## src/rtl/goomba_pkg.sv

```systemverilog
// Shared types and helpers for the Goomba slot scheduler.
//   slot_state_t   : per-slot lifecycle FREE -> LOAD -> ACTIVE -> DYING -> FREE
//   KILL_X_DEFAULT : x coordinate a mover reports once its Goomba is stomped
//   sat_add16      : 16-bit saturating add of a wide increment
package goomba_pkg;

  typedef enum logic [1:0] {
    FREE   = 2'd0,
    LOAD   = 2'd1,
    ACTIVE = 2'd2,
    DYING  = 2'd3
  } slot_state_t;

  localparam int KILL_X_DEFAULT = 1000;

  // Saturates at 16'hFFFF; b is wide so multiplied increments cannot wrap first.
  function automatic logic [15:0] sat_add16(input logic [15:0] a, input logic [31:0] b);
    logic [32:0] sum;
    sum = {17'd0, a} + {1'b0, b};
    if (sum > 33'h0_0000_FFFF) return 16'hFFFF;
    return sum[15:0];
  endfunction

endpackage

```

## src/rtl/goomba_slot_fsm.sv

```systemverilog
// One Goomba mover slot: lifecycle FSM, shared hold/despawn down-counter and
// the latched spawn position.
// Ports:
//   movement_clock, reset     : clock, synchronous active-high reset
//   alloc                     : this slot was picked for a spawn this cycle
//   freeze                    : game is over; ACTIVE slots no longer leave ACTIVE
//   spawn_x, spawn_y          : spawn position, latched when alloc is high
//   goomba_x, goomba_lose     : mover status, only honoured while ACTIVE
//   state                     : current FSM state (debug / allocator)
//   slot_reset_n, slot_active : active-low mover reset, ACTIVE indicator
//   x_initial, y_initial      : latched spawn position for the mover
//   kill_event, lose_event    : stomp / side-touch seen while ACTIVE
module goomba_slot_fsm
  import goomba_pkg::*;
#(
  parameter int RESET_HOLD     = 2,
  parameter int DESPAWN_CYCLES = 30,
  parameter int KILL_X         = KILL_X_DEFAULT
) (
  input  logic        movement_clock,
  input  logic        reset,
  input  logic        alloc,
  input  logic        freeze,
  input  logic [31:0] spawn_x,
  input  logic [31:0] spawn_y,
  input  logic [31:0] goomba_x,
  input  logic        goomba_lose,
  output slot_state_t state,
  output logic        slot_reset_n,
  output logic        slot_active,
  output logic [31:0] x_initial,
  output logic [31:0] y_initial,
  output logic        kill_event,
  output logic        lose_event
);

  // Counter is loaded with N-1 so the state lasts exactly N cycles.
  localparam logic [15:0] HOLD_LOAD    = 16'(RESET_HOLD - 1);
  localparam logic [15:0] DESPAWN_LOAD = 16'(DESPAWN_CYCLES - 1);

  slot_state_t state_q, state_d;
  logic [15:0] cnt_q, cnt_d;

  always_ff @(posedge movement_clock) begin
    if (reset) begin
      state_q   <= FREE;
      cnt_q     <= '0;
      x_initial <= '0;
      y_initial <= '0;
    end else begin
      state_q <= state_d;
      cnt_q   <= cnt_d;
      if (alloc) begin
        x_initial <= spawn_x;
        y_initial <= spawn_y;
      end
    end
  end

  always_comb begin
    state_d    = state_q;
    cnt_d      = cnt_q;
    kill_event = 1'b0;
    lose_event = 1'b0;
    case (state_q)
      FREE: begin
        if (alloc) begin
          state_d = LOAD;
          cnt_d   = HOLD_LOAD;
        end
      end
      LOAD: begin
        if (cnt_q == 16'd0) state_d = ACTIVE;
        else                cnt_d   = cnt_q - 16'd1;
      end
      ACTIVE: begin
        lose_event = goomba_lose;
        // Once frozen the mover is expected to stop, so a stomp is no longer taken.
        kill_event = (goomba_x == 32'(KILL_X)) && !freeze;
        if (kill_event) begin
          state_d = DYING;
          cnt_d   = DESPAWN_LOAD;
        end
      end
      DYING: begin
        if (cnt_q == 16'd0) state_d = FREE;
        else                cnt_d   = cnt_q - 16'd1;
      end
      default: state_d = FREE;
    endcase
  end

  assign state        = state_q;
  assign slot_active  = (state_q == ACTIVE);
  assign slot_reset_n = (state_q == ACTIVE);

endmodule

```

## src/rtl/goomba_slot_scheduler.sv

```systemverilog
// Owns NUM_SLOTS Goomba mover slots: allocates spawns to the lowest FREE slot,
// aggregates lose flags into a sticky game_over and counts stomps.
// Optional feature macro: GOOMBA_SCORE_EN adds output score and parameter
// POINTS_PER_KILL (score += POINTS_PER_KILL per counted kill, saturating).
// Handshake: a spawn transfers on a rising edge where spawn_valid && spawn_ready;
// spawn_ready depends only on registered state, never on spawn_valid.
// Ports:
//   movement_clock, reset          : clock, synchronous active-high reset
//   spawn_valid/ready, spawn_x/y   : spawn request handshake and position
//   goomba_x_slot, goomba_lose_slot: per-mover status
//   slot_reset_n, slot_active      : per-mover reset (active low), ACTIVE flag
//   slot_x_initial, slot_y_initial : per-mover spawn position
//   game_over, kill_count          : sticky lose flag, saturating stomp count
module goomba_slot_scheduler
  import goomba_pkg::*;
#(
  parameter int NUM_SLOTS      = 4,
  parameter int RESET_HOLD     = 2,
  parameter int DESPAWN_CYCLES = 30,
  parameter int KILL_X         = KILL_X_DEFAULT
`ifdef GOOMBA_SCORE_EN
  , parameter int POINTS_PER_KILL = 100
`endif
) (
  input  logic                      movement_clock,
  input  logic                      reset,
  input  logic                      spawn_valid,
  output logic                      spawn_ready,
  input  logic [31:0]               spawn_x,
  input  logic [31:0]               spawn_y,
  input  logic [NUM_SLOTS-1:0][31:0] goomba_x_slot,
  input  logic [NUM_SLOTS-1:0]      goomba_lose_slot,
  output logic [NUM_SLOTS-1:0]      slot_reset_n,
  output logic [NUM_SLOTS-1:0][31:0] slot_x_initial,
  output logic [NUM_SLOTS-1:0][31:0] slot_y_initial,
  output logic [NUM_SLOTS-1:0]      slot_active,
  output logic                      game_over,
  output logic [15:0]               kill_count
`ifdef GOOMBA_SCORE_EN
  , output logic [15:0]             score
`endif
);

  slot_state_t            slot_state [NUM_SLOTS];
  logic [NUM_SLOTS-1:0]   slot_free;
  logic [NUM_SLOTS-1:0]   alloc;
  logic [NUM_SLOTS-1:0]   kill_event;
  logic [NUM_SLOTS-1:0]   lose_event;
  logic [31:0]            kill_num;
  logic                   kills_counted;
  logic                   found;

  for (genvar g = 0; g < NUM_SLOTS; g++) begin : g_slot
    goomba_slot_fsm #(
      .RESET_HOLD     (RESET_HOLD),
      .DESPAWN_CYCLES (DESPAWN_CYCLES),
      .KILL_X         (KILL_X)
    ) u_fsm (
      .movement_clock (movement_clock),
      .reset          (reset),
      .alloc          (alloc[g]),
      .freeze         (game_over),
      .spawn_x        (spawn_x),
      .spawn_y        (spawn_y),
      .goomba_x       (goomba_x_slot[g]),
      .goomba_lose    (goomba_lose_slot[g]),
      .state          (slot_state[g]),
      .slot_reset_n   (slot_reset_n[g]),
      .slot_active    (slot_active[g]),
      .x_initial      (slot_x_initial[g]),
      .y_initial      (slot_y_initial[g]),
      .kill_event     (kill_event[g]),
      .lose_event     (lose_event[g])
    );
    assign slot_free[g] = (slot_state[g] == FREE);
  end

  assign spawn_ready = (|slot_free) && !game_over;

  // Lowest-index FREE slot wins; at most one alloc bit is ever set.
  always_comb begin
    alloc = '0;
    found = 1'b0;
    for (int i = 0; i < NUM_SLOTS; i++) begin
      if (slot_free[i] && !found) begin
        alloc[i] = spawn_valid && spawn_ready;
        found    = 1'b1;
      end
    end
  end

  always_comb begin
    kill_num = '0;
    for (int i = 0; i < NUM_SLOTS; i++) kill_num = kill_num + 32'(kill_event[i]);
  end

  // A lose in the same cycle wins over any kill: nothing is counted.
  assign kills_counted = !game_over && !(|lose_event);

  always_ff @(posedge movement_clock) begin
    if (reset) begin
      game_over  <= 1'b0;
      kill_count <= '0;
    end else begin
      if (|lose_event)   game_over  <= 1'b1;
      if (kills_counted) kill_count <= sat_add16(kill_count, kill_num);
    end
  end

`ifdef GOOMBA_SCORE_EN
  always_ff @(posedge movement_clock) begin
    if (reset)              score <= '0;
    else if (kills_counted) score <= sat_add16(score, 32'(POINTS_PER_KILL) * kill_num);
  end
`endif

endmodule

```

## config.mk

```make
export PLATFORM = sky130hd
export DESIGN_NAME = goomba_slot_scheduler
export DESIGN_NICKNAME = d
export VERILOG_FILES = /design/src/rtl/goomba_pkg.sv /design/src/rtl/goomba_slot_fsm.sv /design/src/rtl/goomba_slot_scheduler.sv
export SDC_FILE = /design/constraint.sdc
export NUM_CORES = 1
export LEC_CHECK = 0
export CAP_MARGIN = 20
export CORE_AREA = 2 2 189 191
export CTS_CLUSTER_SIZE = 10
export DETAILED_ROUTE_END_ITERATION = 12
export DIE_AREA = 0 0 191 193
export HOLD_SLACK_MARGIN = 0.02
export PLACE_DENSITY = 0.84
export SLEW_MARGIN = 0
export SYNTH_ARGS = -nofsm -noshare
export SYNTH_HDL_FRONTEND = slang
export SYNTH_SLANG_ARGS = --single-unit
```

## constraint.sdc

```tcl
create_clock -name movement_clock -period 5.85 [get_ports movement_clock]
set_clock_uncertainty 0.1 [all_clocks]
set_input_delay 0.585 -clock movement_clock [delete_from_list [all_inputs] [get_ports movement_clock]]
set_output_delay 0.585 -clock movement_clock [all_outputs]
set_load 0.05 [all_outputs]
```

==> out/results.ini, run 1 <==
[route]
postRouteAntennaNets = 0
postRouteWirelength_mm = 50.2
drt_drc_violations_left = 0
drt_iter0_markers = 1035
dr_total_vias = 15100
routed_via_density = 5.52
first_pass_iters = 6
post_drt_wl_per_cell_um = 18.4

[grt]
gr-total-overflow = 0
antenna_found_initial = 0
grt_usage = 0.259
grt_pass1_vias = 14500
grt_pass1_wl_mm = 77.1
grt_start_max_net_pins = 91

[logic_synthesis]
yosys_register_bits = 345
syn-num-nets = 2068
synth_edf_count = 0
ys_types = 77
avgSynthCellArea_um2 = 7.82
async_reset_ff_frac = 0
netlist_area_mm2 = 0.0144
ys_warn_count = 0
synth_cells = 1844
ys_seq_area_frac = 0.479
synth_flop_cell = dfxtp_1

[timing]
setup_tns_ps = 0
max_slew_margin = 0.252
worst_hold_slack_ps = 350
post-route-min-period_ps = 4130
rsz0062_at_grt = no
post-route-period-util = 0.706
tightest_slew_ps = 1110
maxSlewViolCount = 0
setup_violations = 0
hold_viol = 0
fmax_ghz = 0.242

[flow_run]
drv_cap = 0

[clocking]
cts.sinks = 345
tritoncts = done
clock_latency_ps = 530
clk_pin_slew_ps = 50
htreeDepth = 2
numCtsBuffers = 42
ctsResizeCount = 0
cts-root-buf = clkbuf_16
postCtsHoldBufs = 0
clk_path_buf_depth = 3
cts_setup_buffers = 0

[place]
portBuffers = 480
post-dp-hpwl_mm = 34.2
place.gp.congestion = 0.896

[floorplan]
core_mm2 = 0.0350
die_y_um = 193
io-pin-count = 481
rows = 69
die_x_um = 191
dieArea_mm2 = 0.0369
start_util = 0.413

[power_and_ir_drop]
power.internal_w = 0.00515
leakage_nw = 7.06
switching_power_w = 0.00375
power_w = 0.00890
clkPwrFrac = 0.258
powerDensity_mw_per_mm2 = 433
switching_share = 0.421
comb_power_share = 0.420
seqPwrFrac = 0.323
peakVddDrop_uv = 294

[setup_path]
crit_type = reg2reg
worstPathArrival_ps = 4420
worstPathRequired_ps = 6130
startpoint_type = flop
cp-end-kind = flop
critical_path.max_fanout = 13

[cells_and_area]
n_antenna_cell = 0
area_growth_pct = 42.4
nNetsFinal = 2480
layout-drive-gt1-share = 0.0424

[status]
outcome = completed

[hold_path]
hold_path_class = reg2reg

==> cell usage in the layout, fill, tap and decap left out, types with 6 or more instances in the layout <==
cell type	synthesis	layout
clkdlybuf4s50_1	0	479
nand3_1	31	30
a21o_1	6	6
clkbuf_16	0	42
and2_1	8	7
or4_1	13	13
and3_1	9	8
o21ai_0	42	42
ha_1	22	22
mux2i_1	8	8
inv_1	29	29
a211oi_1	7	7
or3_1	16	15
nor2_1	77	76
a31oi_1	10	10
nand4b_1	6	6
nand2_1	559	558
a21oi_1	329	329
o41ai_1	6	6
or2_2	7	7
o22ai_1	7	7
o211ai_1	7	7
buf_4	9	11
nand4_1	17	17
dfxtp_1	345	345
o31ai_1	6	6
nor4_1	31	31
nor3_1	34	33
==> sequential cells by signal, summed over array words and instances (netlist names) <==
name and flops:
kill_count 16, g_slot.u_fsm.cnt_q 64, game_over 1, g_slot.u_fsm.x_initial 128, g_slot.u_fsm.state 8, g_slot.u_fsm.y_initial 128
==> cell families after synthesis <==
kind of cell               after synthesis  share of synthesized area
AOI/OAI and AO/OA                      466                      0.186
xor gates and xnor gates                 9                    0.00546
buffers and inverters                  153                     0.0447
and+or+nand+nor                        838                      0.256
muxes                                    8                    0.00555
DFF                                    345                      0.479
adders and majority gates               25                     0.0232
==> cells in the mapped netlist (8+ instances only) <==
cell type / instances / area, µm²
a21oi_1: 329 / 1650
a31oi_1: 10 / 62.6
and2_1: 8 / 50.1
and3_1: 9 / 56.3
buf_4: 9 / 67.6
clkbuf_1: 103 / 387
dfxtp_1: 345 / 6910
ha_1: 22 / 275
inv_1: 29 / 109
mux2i_1: 8 / 80.1
nand2_1: 559 / 2100
nand3_1: 31 / 155
nand4_1: 17 / 106
nor2_1: 77 / 289
nor3_1: 34 / 170
nor4_1: 31 / 194
o21ai_0: 42 / 210
or3_1: 16 / 100
or4_1: 13 / 97.6
==> final timing paths <==
path / start / end / slack (ps) / depth (start not counted)
max reg2reg: game_over / kill_count[10] / 1720 / 12
min: g_slot[1].u_fsm.x_initial[11] / g_slot[1].u_fsm.x_initial[11] / 350 / 2
max: game_over / kill_count[10] / 1720 / 12
min reg2reg: g_slot[1].u_fsm.x_initial[11] / g_slot[1].u_fsm.x_initial[11] / 350 / 2
==> power by group through the flow <==
| stage | clock network [W] | logic [W] | registers, W |
|---|---|---|---|
| finish | 0.00229 | 0.00374 | 0.00287 |
| global route | 0.00241 | 0.00399 | 0.00291 |
| CTS | 0.00233 | 0.00371 | 0.00287 |
| global placement | 0 | 0.00361 | 0.00289 |
| floorplan | 0 | 0.00172 | 0.00371 |
| detailed placement | 0 | 0.00369 | 0.00291 |
==> layout make-up <==
cell class,count,area [µm²]
fillers,2988,14400
well taps,461,577
clock inverters,6,70.1
multi-input cells,1346,6900
flip-flops and latches,345,6910
clock buffers,46,1090
repair buffers,491,4890
inverters,30,113
==> metrics by stage <==
stage / worst slack (ps) / util / std cells / cell area, µm²
6_report: 1720 / 0.587 / 2725 / 20500
5_1_grt: 1390 / 0.587 / 2725 / 20500
4_1_cts: 1760 / 0.587 / 2725 / 20500
3_5_place_dp: 1260 / 0.554 / 2673 / 19400
3_3_place_gp: 1440 / 0.554 / 2673 / 19400
2_1_floorplan: 2050 / - / 1844 / 14400
==> critical path, cell delays in order, from the launching register on <==
cell     delay [ps]
dfxtp_1         490
nor4_1          460
nand4_1         190
nor3_1          250
nand3_1         170
fa_1            520
inv_1            50
fa_1            460
fa_1            430
nand4_1         180
or2_2           160
or3_1           390
a21oi_1         140
==> routing by layer <==
layer	wire length, µm	GRT usage	up-vias
met4	2330	0.115	0
met2	23900	0.436	676
met5	0	0	-
met3	4480	0.0708	146
li1	-	-	7124
met1	19500	0.310	7104
Note: power is estimated with default switching activity, not from simulation.
==> inputs of run 2 (changes only) <==
Settings changed: CORE_AREA 2 2 189 191 to default, CORE_ASPECT_RATIO from default to 0.7, CORE_UTILIZATION from default to 46, DIE_AREA 0 0 191 193 to default, PLACE_DENSITY 0.84 to 0.9.
Clock period 5.85 ns to 3.9 ns, I/O delays scaled along.
==> run 2 against run 1 <==
Against the previous run: core utilization up 9.1 points; cell count down 0.92%; power is 50% higher; highest routed layer unchanged.
==> out/results.ini, run 2 (synthesized netlist as in run 1, its figures left out) <==
[status]
outcome = completed

[place]
post-dp-hpwl_mm = 36.7
portBuffers = 480
place.gp.congestion = 0.962
placed_cell_area_mm2 = 0.0196
dp_cells = 2652

[setup_path]
cp_common_cell = fa_1
cp-end-kind = flop
critPathTopFamily = adder cells
rrSetupSlack_ps = 180
crit_buf_inv = 2
max_stage_delay_ps = 520
worstPathArrival_ps = 4080
slowest_stage = fa_1
r2r_end = kill_count[14]
cp_cell_sequence = nor4_2 > nand4_1 > nor3_1 > nand3_1 > fa_1 > inv_1 > fa_1 > fa_1 > nand4_1 > or2_2 > buf_4 > nor2_1 > a41o_1 > nor2_1
regToRegStartpoint = game_over
worstPathRequired_ps = 4260
critical_path.max_fanout = 4
startpoint_type = flop
reg2reg_depth = 14
crit_type = reg2reg

[floorplan]
dieArea_mm2 = 0.0321
core_mm2 = 0.0304
rows = 53
start_util = 0.474
die_x_um = 214
die_y_um = 150
io-pin-count = 481

[power_and_ir_drop]
seqPwrFrac = 0.323
switching_power_w = 0.00566
switching_share = 0.424
clkPwrFrac = 0.244
power.internal_w = 0.00770
comb_power_share = 0.433
leakage_nw = 7.17
powerDensity_mw_per_mm2 = 647
peakVddDrop_uv = 445

[hold_path]
hold_path_class = in2reg
hold_start = reset
hold_depth = 2
min_to = game_over

[timing]
max_slew_margin = 0.250
post-route-period-util = 0.953
rsz0062_at_grt = no
tightest_slew_ps = 1120
post-route-min-period_ps = 3720
hold_viol = 0
setup_violations = 0
fmax_ghz = 0.269
maxSlewViolCount = 0
setup_tns_ps = 0

[grt]
grt_pass1_vias = 14700
grt_pass1_wl_mm = 79.4
grt_usage = 0.314
gr-total-overflow = 0
antenna_found_initial = 0
grt_start_max_net_pins = 130

[clocking]
cts-root-buf = clkbuf_16
clock_latency_ps = 530
tritoncts = done
htreeDepth = 2
cts_setup_buffers = 0
clk_path_buf_depth = 3
ctsResizeCount = 0
postCtsHoldBufs = 0
clk_pin_slew_ps = 60
numCtsBuffers = 40
cts.sinks = 345

[route]
drt_iter0_markers = 1394
postRouteAntennaNets = 0
routed_via_density = 5.69
post_drt_wl_per_cell_um = 19.5
dr_total_vias = 15400
postRouteWirelength_mm = 52.7
first_pass_iters = 7
drt_drc_violations_left = 0

[cells_and_area]
fin_area_mm2 = 0.0207
nNetsFinal = 2507
mostFrequentLayoutCells = 558 x nand2_1, 479 x clkdlybuf4s50_1, 345 x dfxtp_1
area_growth_pct = 43.2
seq_area_mm2 = 0.00691
nFillCells = 2342
multi_input_area_mm2 = 0.00691
layout_top_registers = g_slot.u_fsm.x_initial (128), g_slot.u_fsm.y_initial (128), g_slot.u_fsm.cnt_q (64)
layout-drive-gt1-share = 0.0529
final_cells = 2700
layout_commonest_cell = nand2_1

[flow_run]
drv_cap = 0

run 2: cell types whose count changed in the layout (fill, tap and decap cells not counted), moves of 2 or more:
cell / change
buf_4: +27
clkbuf_8: -2
buf_12: +2
clkinv_2: -2
run 2: worst register-to-register path: cells and delay by family (launching register included):
family                   cells  cell delay, ps
adder cells (fa/ha/maj)      3            1400
buffers and inverters        2             160
AO/OA/AOI/OAI                1             250
flip-flops                   1             420
AND/OR/NAND/NOR              8            1330
run 2: area by class of cell:
class                   instances  share of cell area
diodes                          1            0.000121
clock buffers                  44              0.0512
clock inverters                 2             0.00103
inverters                      30             0.00545
multi-input cells            1346               0.334
flip-flops and latches        345               0.334
well taps                     412              0.0250
repair buffers                520               0.249
run 2: through the flow:
| stage | setup WS, ps | utilization | hold WS (ps) | power (W) |
|---|---|---|---|---|
| 6_report | 183 | 0.679 | 264 | 0.0134 |
| 5_1_grt | 16.0 | 0.679 | 293 | 0.0139 |
| 4_1_cts | 26.0 | 0.678 | 263 | 0.0133 |
| 3_5_place_dp | -408 | 0.643 | 346 | 0.0100 |
| 3_3_place_gp | -259 | 0.643 | 341 | 0.00983 |
| 2_1_floorplan | 99.7 | - | 336 | 0.00815 |
run 2: worst max-delay path by stage:
stage          cells past startpoint        endpoint         startpoint
2_1_floorplan                     14  kill_count[10]          game_over
3_3_place_gp                      13  kill_count[13]  goomba_x_slot[66]
3_5_place_dp                      13   kill_count[1]  goomba_x_slot[66]
4_1_cts                           12  kill_count[13]          game_over
5_1_grt                           14  kill_count[14]          game_over
6_report                          14  kill_count[14]          game_over
run 2: metal layers:
| layer | vias up | global-route usage | wire length [µm] |
|---|---|---|---|
| met4 | 0 | 0.128 | 1840 |
| li1 | 7189 | - | - |
| met3 | 132 | 0.0809 | 4680 |
| met1 | 7343 | 0.399 | 21400 |
| met2 | 707 | 0.509 | 24700 |
| met5 | - | 0 | 0 |
run 2: power by group through the flow:
stage / sequential (W) / combinational, W / clock (W)
finish: 0.00431 / 0.00579 / 0.00326
global route: 0.00436 / 0.00613 / 0.00346
CTS: 0.00430 / 0.00570 / 0.00330
detailed placement: 0.00437 / 0.00566 / 0
global placement: 0.00433 / 0.00550 / 0
floorplan: 0.00557 / 0.00257 / 0
==> inputs of run 3 (changes only) <==
Settings changed: SLEW_MARGIN 0 to default.
==> results of run 3 <==
No change in the layout: final DEF, timing and power equal those of run 2.
